`src/rtl/if_stage_if.sv`:
```
// if_stage_if: bundles the fetch stage's control inputs, instruction-memory
// bus and IF/ID outputs so the stage and its environment share one port.
//
// Signals:
//   PCWrite        env -> stage  1 = PC may advance, 0 = hold PC
//   freeze         env -> stage  1 = hold IF/ID contents
//   PCSrc          env -> stage  1 = taken branch, redirect and flush
//   Branch_Address env -> stage  branch target (low two bits ignored)
//   imem_data      env -> stage  instruction word at imem_addr (comb read)
//   imem_addr      stage -> env  current PC
//   Instruction    stage -> env  IF/ID instruction, to decode
//   Next_Address   stage -> env  IF/ID PC+4 of that instruction
//   if_valid       stage -> env  1 = IF/ID holds a real fetch, 0 = bubble
//
// Handshake: there is no ready/back-pressure path on the IF/ID side.
// if_valid qualifies Instruction/Next_Address on every cycle; downstream
// stalls are expressed only through PCWrite/freeze, and a flush (PCSrc)
// always forces if_valid low on the following edge.
interface if_stage_if;
  logic        PCWrite;
  logic        freeze;
  logic        PCSrc;
  logic [31:0] Branch_Address;
  logic [31:0] imem_data;
  logic [31:0] imem_addr;
  logic [31:0] Instruction;
  logic [31:0] Next_Address;
  logic        if_valid;

  // Environment side: hazard unit, branch unit, instruction memory, decode.
  modport master (
    output PCWrite, freeze, PCSrc, Branch_Address, imem_data,
    input  imem_addr, Instruction, Next_Address, if_valid
  );

  // Fetch stage side.
  modport slave (
    input  PCWrite, freeze, PCSrc, Branch_Address, imem_data,
    output imem_addr, Instruction, Next_Address, if_valid
  );
endinterface

```
`src/rtl/if_stage.sv`:
```
// if_stage: instruction-fetch stage of the 32-bit five-stage pipeline.
// Holds the PC, drives the instruction-memory address and registers the
// fetched word plus PC+4 into the IF/ID pipeline register for decode.
//
// Ports:
//   clk  rising-edge clock
//   rst  synchronous active-high reset
//   bus  if_stage_if.slave (PCWrite, freeze, PCSrc, Branch_Address,
//        imem_data in; imem_addr, Instruction, Next_Address, if_valid out)
//
// Edge priority: reset, then taken branch (redirect + flush, overriding any
// stall), then independent PC (PCWrite) and IF/ID (freeze) updates.
module if_stage #(
  parameter logic [31:0] RESET_PC  = 32'h0000_0000,
  parameter logic [31:0] NOP_INSTR = 32'h0000_0000
) (
  input  logic       clk,
  input  logic       rst,
  if_stage_if.slave  bus
);

  logic [31:0] pc_q;
  logic [31:0] pc_plus4;
  logic [31:0] instr_q;
  logic [31:0] next_q;
  logic        valid_q;

  // Wraps silently from FFFF_FFFC to 0.
  assign pc_plus4 = pc_q + 32'd4;

  always_ff @(posedge clk) begin
    if (rst) begin
      pc_q    <= {RESET_PC[31:2], 2'b00};
      instr_q <= NOP_INSTR;
      next_q  <= 32'd0;
      valid_q <= 1'b0;
    end else if (bus.PCSrc) begin
      // The stalled or in-flight fetch is on the wrong path, so a taken
      // branch discards it even when the hazard unit is stalling.
      pc_q    <= {bus.Branch_Address[31:2], 2'b00};
      instr_q <= NOP_INSTR;
      next_q  <= 32'd0;
      valid_q <= 1'b0;
    end else begin
      // PCWrite and freeze act independently; mixed combinations either
      // skip an instruction or re-latch the same one, both intentionally.
      if (bus.PCWrite) begin
        pc_q <= pc_plus4;
      end
      if (!bus.freeze) begin
        instr_q <= bus.imem_data;
        next_q  <= pc_plus4;
        valid_q <= 1'b1;
      end
    end
  end

  assign bus.imem_addr    = pc_q;
  assign bus.Instruction  = instr_q;
  assign bus.Next_Address = next_q;
  assign bus.if_valid     = valid_q;

endmodule

```
`src/flat_wrapper.sv`:
```
// flat-port wrapper written by rule: the top's interface ports become plain ports
module if_stage_flat 
#(
  parameter logic [31:0] RESET_PC  = 32'h0000_0000,
  parameter logic [31:0] NOP_INSTR = 32'h0000_0000
)
  (clk, rst, bus_PCWrite, bus_freeze, bus_PCSrc, bus_Branch_Address, bus_imem_data, bus_imem_addr, bus_Instruction, bus_Next_Address, bus_if_valid);
  if_stage_if bus_i ();
  input  logic clk;
  input  logic rst;
  input wire logic [$bits(bus_i.PCWrite)-1:0] bus_PCWrite;
  input wire logic [$bits(bus_i.freeze)-1:0] bus_freeze;
  input wire logic [$bits(bus_i.PCSrc)-1:0] bus_PCSrc;
  input wire logic [$bits(bus_i.Branch_Address)-1:0] bus_Branch_Address;
  input wire logic [$bits(bus_i.imem_data)-1:0] bus_imem_data;
  output wire logic [$bits(bus_i.imem_addr)-1:0] bus_imem_addr;
  output wire logic [$bits(bus_i.Instruction)-1:0] bus_Instruction;
  output wire logic [$bits(bus_i.Next_Address)-1:0] bus_Next_Address;
  output wire logic [$bits(bus_i.if_valid)-1:0] bus_if_valid;
  assign bus_i.PCWrite = bus_PCWrite;
  assign bus_i.freeze = bus_freeze;
  assign bus_i.PCSrc = bus_PCSrc;
  assign bus_i.Branch_Address = bus_Branch_Address;
  assign bus_i.imem_data = bus_imem_data;
  assign bus_imem_addr = bus_i.imem_addr;
  assign bus_Instruction = bus_i.Instruction;
  assign bus_Next_Address = bus_i.Next_Address;
  assign bus_if_valid = bus_i.if_valid;
  if_stage #(.RESET_PC(RESET_PC), .NOP_INSTR(NOP_INSTR)) u_core (.clk(clk), .rst(rst), .bus(bus_i));
endmodule
```
`config.mk`:
```
export PLATFORM = sky130hd
export DESIGN_NAME = if_stage_flat
export DESIGN_NICKNAME = d
export VERILOG_FILES = /design/src/rtl/if_stage_if.sv /design/src/rtl/if_stage.sv /design/src/flat_wrapper.sv
export SDC_FILE = /design/constraint.sdc
export NUM_CORES = 1
export LEC_CHECK = 0
export ABC_AREA = 1
export BUFFER_PORTS_ARGS = -buffer_cell sky130_fd_sc_hd__clkbuf_2
export CORE_MARGIN = 2
export CORE_UTILIZATION = 53
export DETAILED_ROUTE_END_ITERATION = 7
export GPL_TIMING_DRIVEN = 0
export HOLD_SLACK_MARGIN = 0.05
export PLACE_DENSITY_LB_ADDON = 0.2
export SLEW_MARGIN = 20
export SYNTH_ARGS = -nofsm -noshare
export SYNTH_HDL_FRONTEND = slang
export SYNTH_SLANG_ARGS = --single-unit
```
`constraint.sdc`:
```
create_clock -name clk -period 2.3 [get_ports clk]
set_clock_uncertainty 0.1 [all_clocks]
set_input_delay 0.345 -clock clk [delete_from_list [all_inputs] [get_ports clk]]
set_output_delay 0.345 -clock clk [all_outputs]
set_load 0.005 [all_outputs]
```
**After elaboration in Yosys (flattened, before gate mapping)**

Cells that the tools add are included.

- Register bits after elaboration: 97
- Input port bits: 69
- Output and inout bits: 97

- Add/sub/neg operators: 1
- Multiplexer cells: 2
- Reduce and logical (&&, ||, !) cells: 2

Operator list:

| kind | number |
|---|---|
| $mux W32 | 2 |
| $add A32 B3 Y32 const B | 1 |
| $reduce_bool A2 Y1 | 1 |
| $reduce_or A2 Y1 | 1 |

**Longest topological paths before layout**

- Depth in word-level cells: 3
- Mapped depth: 10
- Depth with buffers taken out: 10

**Worst setup path before layout**

OpenSTA, ideal clock, no wires.

- Path type: register -> register
- Start: register u_core.pc_q[2] (netlist: u_core.bus.imem_addr[2])
- End: register u_core.next_q[28] (netlist: u_core.bus.Next_Address[28])
- Library setup time: 113 ps
- Arrival time: 1393 ps
- Required time: 2087 ps
- Slack: 694 ps
- Cell stages (with the launch flop): 11
- Buffers on the path: 0
- Period minus slack after synthesis: 1606 ps
- Cells stage by stage: dfxtp_1 ha_1 nand2_2 nor2_8 nand2_8 nor2_4 nand2_1 nand2_1 nand2_1 o21ai_1 inv_1

- Word-level cells in the longest chain between the ends: 1

RTL lines:

| item | line | text |
|---|---|---|
| from (decl) | if_stage.sv:22 | `logic [31:0] pc_q;` |
| from (signal assigned) | if_stage.sv:33 | `pc_q <= {RESET_PC[31:2], 2'b00};` |
| from (signal assigned) | if_stage.sv:40 | `pc_q <= {bus.Branch_Address[31:2], 2'b00};` |
| from (signal assigned) | if_stage.sv:48 | `pc_q <= pc_plus4;` |
| $add A32 B3 Y32 | if_stage.sv:29 | `assign pc_plus4 = pc_q + 32'd4;` |
| to (signal assigned) | if_stage.sv:52 | `next_q <= pc_plus4;` |
| to (decl) | if_stage.sv:25 | `logic [31:0] next_q;` |

No other way between the ends.
A chain may end at the register's enable or synchronous reset.

**Final worst setup path**

Ends and elaborated chain as after synthesis.

==> metrics.txt <==
multiplexer area fraction after synthesis 0; Fin. Hold Viols 0; htree depth 3; GR Util All Layers 0.271; sequential fraction of the synthesis area 0.420; vias post-DR roughly 4500; max-slew violations 0; Post-synth EDFFs 0; share of cells above drive strength 1 0.277; Critical Path AT around 2100 ps; port buffer count 157; Vert. Die Dim approximately 95 um; clock buffer depth 2; crit start category flip-flop; CTS Buf Count 9; crit path from u_core.bus.imem_addr[2]$_SDFFE_PP0P_; Synth Area in Simple Gates 0.303; worst-margin pin slew approximately 720 ps; Crit. path cell count 10; Most used DFF post-synth dfxtp_1; antenna fix cells 0; hold_ws ~100 ps; Worst EP required around 2500 ps; Final setup viols 0; reg-to-reg critical path startpoint u_core.bus.imem_addr[2]$_SDFFE_PP0P_; Max Cap Viol 0; post-cts sizing count 0; Initial Util 0.542; Mean Syn Cell Area about 7 um2; FFs w/ async S/R, synth 0; CTS Hold Bufs 0; total chip power roughly 3.3 mW; Yosys reg bits between 90 and 100; Cell Area, Synth between 0.004 and 0.005 mm2; Routed WL per cell between 10 and 15 um; crit end category flip-flop; synthesized instance count 622; fin nets 863; CP Class reg2reg; final worst-path cycle share 0.843; die width about 95 um; WL final roughly 12000 um; Power Dens Cells just under 600 mW/mm2; top cells by area, synth dfxtp_1, nand2_1, nor2_1; share of the synthesized area in the top cell type 0.420; Clock Latency Late Sink roughly 350 ps; synth-to-layout area growth 25.4%; critical-path cell list ha_1, nand2_2, nor2_8, nand2_8, nor2_4, nand2_1, nand2_1, nand2_1, o21ai_1, inv_1; CP peak stage delay around 470 ps; First-pass DRT Iterations 6; largest net degree at the start of global routing 17; crit-path most repeated cell nand2_1; Distinct cells, synth 31; number of global-route vias before repair 3933; Compound-Gate Fraction of Synth Area 0.155; Leak 2.78 nW; crit path max fanout 6; Synth area leader dfxtp_1; Fill cells around 740; # DRC 0; RSZ-0062 raised after global routing false; gp weighted congestion roughly 0.93; die area about 0.009 mm2; CTS tree done; Clock transition at path regs roughly 100 ps; largest family of logic cells by synthesized area simple AND/OR/NAND/NOR gates; via density per instance 5.04; setup repair bufs after CTS 0; Clock Tree Root clkbuf_8; CTS sink count a little over 90; Min Clock Period, post-route 1940 ps; Cell Rows 33; status finished clean; Antenna Violating Nets Remaining 0; CP max-delay cell dfxtp_1; Hold Path Cell Cnt 3; I/O pin cnt about 170; Final TNS setup 0 ps; Detailed Place HPWL a little under 10000 um; first-pass GRT wire length 19100 um; post-synthesis adder-cell area fraction 0.00282; final core utilization 0.680; R2R cell count 10; IR drop worst, VDD 0.380 mV; core box area just over 0.008 mm2; FF-to-FF setup slack 360 ps; initial antenna violation count 0; Yosys warning total 0; end of the critical path u_core.bus.Next_Address[28]$_SDFFE_PP0N_; Hold Path Origin bus_imem_data[11]; Worst Path Buf+Inv 1; violation count after the first detailed-route iteration 183; Rel. slew slack 0.522; remaining global-route overflow 0; Hold WC Path Type in2reg; crit-path leading delay family simple AND/OR/NAND/NOR gates; fmax 516 MHz; post-synthesis xor/xnor area fraction 0.0381; reg2reg end u_core.bus.Next_Address[28]$_SDFFE_PP0N_
## cells by family (layout without fill, tap and decap cells)
kind of cell,count (synthesis),after routing
AO/OA/AOI/OAI,117,117
XOR/XNOR,15,15
adder cells (fa/ha/maj),1,1
buffers and inverters,88,261
flip-flops,93,93
other,1,4
AND/OR/NAND/NOR,307,307
## worst register-to-register path, stage by stage (launching register included)
cell	delay [ps]
dfxtp_1	470
ha_1	250
nand2_2	110
nor2_8	170
nand2_8	100
nor2_4	180
nand2_1	80
nand2_1	60
nand2_1	120
o21ai_1	150
inv_1	50
## synthesized netlist by cell type, types with 6 or more instances
cell and number:
xor2_1 6, nand2_2 7, a22oi_1 21, a21oi_1 48, a21oi_2 8, o21ai_0 15, dfxtp_1 93, a31oi_1 7
nor2_1 83, nor2_4 7, nand2_1 184, clkbuf_1 25, inv_1 50, o21ai_1 15, buf_2 8, nand3_1 12
## metrics by stage
stage / cells / cell area [um2] / setup WS, ps
2_1_floorplan: 625 / 4440 / 694
3_3_place_gp: 887 / 5360 / 457
3_5_place_dp: 887 / 5360 / 420
4_1_cts: 903 / 5560 / 388
5_1_grt: 903 / 5560 / 281
6_report: 903 / 5560 / 360
## area by class of cell
class | instances | area [um2] | area share
clock inverters | 6 | 70.1 | 0.0126
flip-flops and latches | 93 | 1860 | 0.335
multi-input cells | 444 | 2220 | 0.400
clock buffers | 10 | 128 | 0.0230
well taps | 105 | 131 | 0.0236
repair buffers | 157 | 786 | 0.141
plain buffers | 37 | 164 | 0.0295
inverters | 51 | 191 | 0.0345
## per-layer routing
layer  track usage  vias to the layer above  part of all wire
li1              -                     2303                 -
met2         0.474                      176              0.48
met5             0                        -                 0
met4        0.0583                        0            0.0071
met1         0.341                     2060              0.43
met3        0.0609                        9             0.085
## cell usage in the layout (no fill, tap or decap), types with 8 or more instances in the layout
cell      Yosys  layout
a22oi_1      21      21
o21ai_1      15      15
clkbuf_2      0     157
buf_2         8       8
a21oi_1      48      48
inv_1        50      50
clkbuf_1     25      26
nor2_1       83      83
clkbuf_8      0       9
a21oi_2       8       8
nand3_1      12      12
nand2_1     184     184
dfxtp_1      93      93
o21ai_0      15      15
## power by group
part,internal (mW),switching (mW)
logic,0.181,0.244
clock network,0.514,0.606
registers,1.68,0.0707
## sequential cells by signal, indices dropped and copies added (netlist names)
register,count
u_core.bus.Instruction,32
u_core.bus.imem_addr,30
u_core.bus.if_valid,1
u_core.bus.Next_Address,30
## worst min-delay path by stage
stage	slack, ps	to
global placement	350	u_core.bus.Instruction[21]$_SDFFE_PP0N_
finish	100	u_core.bus.Instruction[11]$_SDFFE_PP0N_
global route	110	u_core.bus.Instruction[14]$_SDFFE_PP0N_
detailed placement	360	u_core.bus.Instruction[16]$_SDFFE_PP0N_
floorplan	350	u_core.bus.Instruction[21]$_SDFFE_PP0N_
CTS	100	u_core.bus.Instruction[11]$_SDFFE_PP0N_
Power figures use the tool's default switching activity.
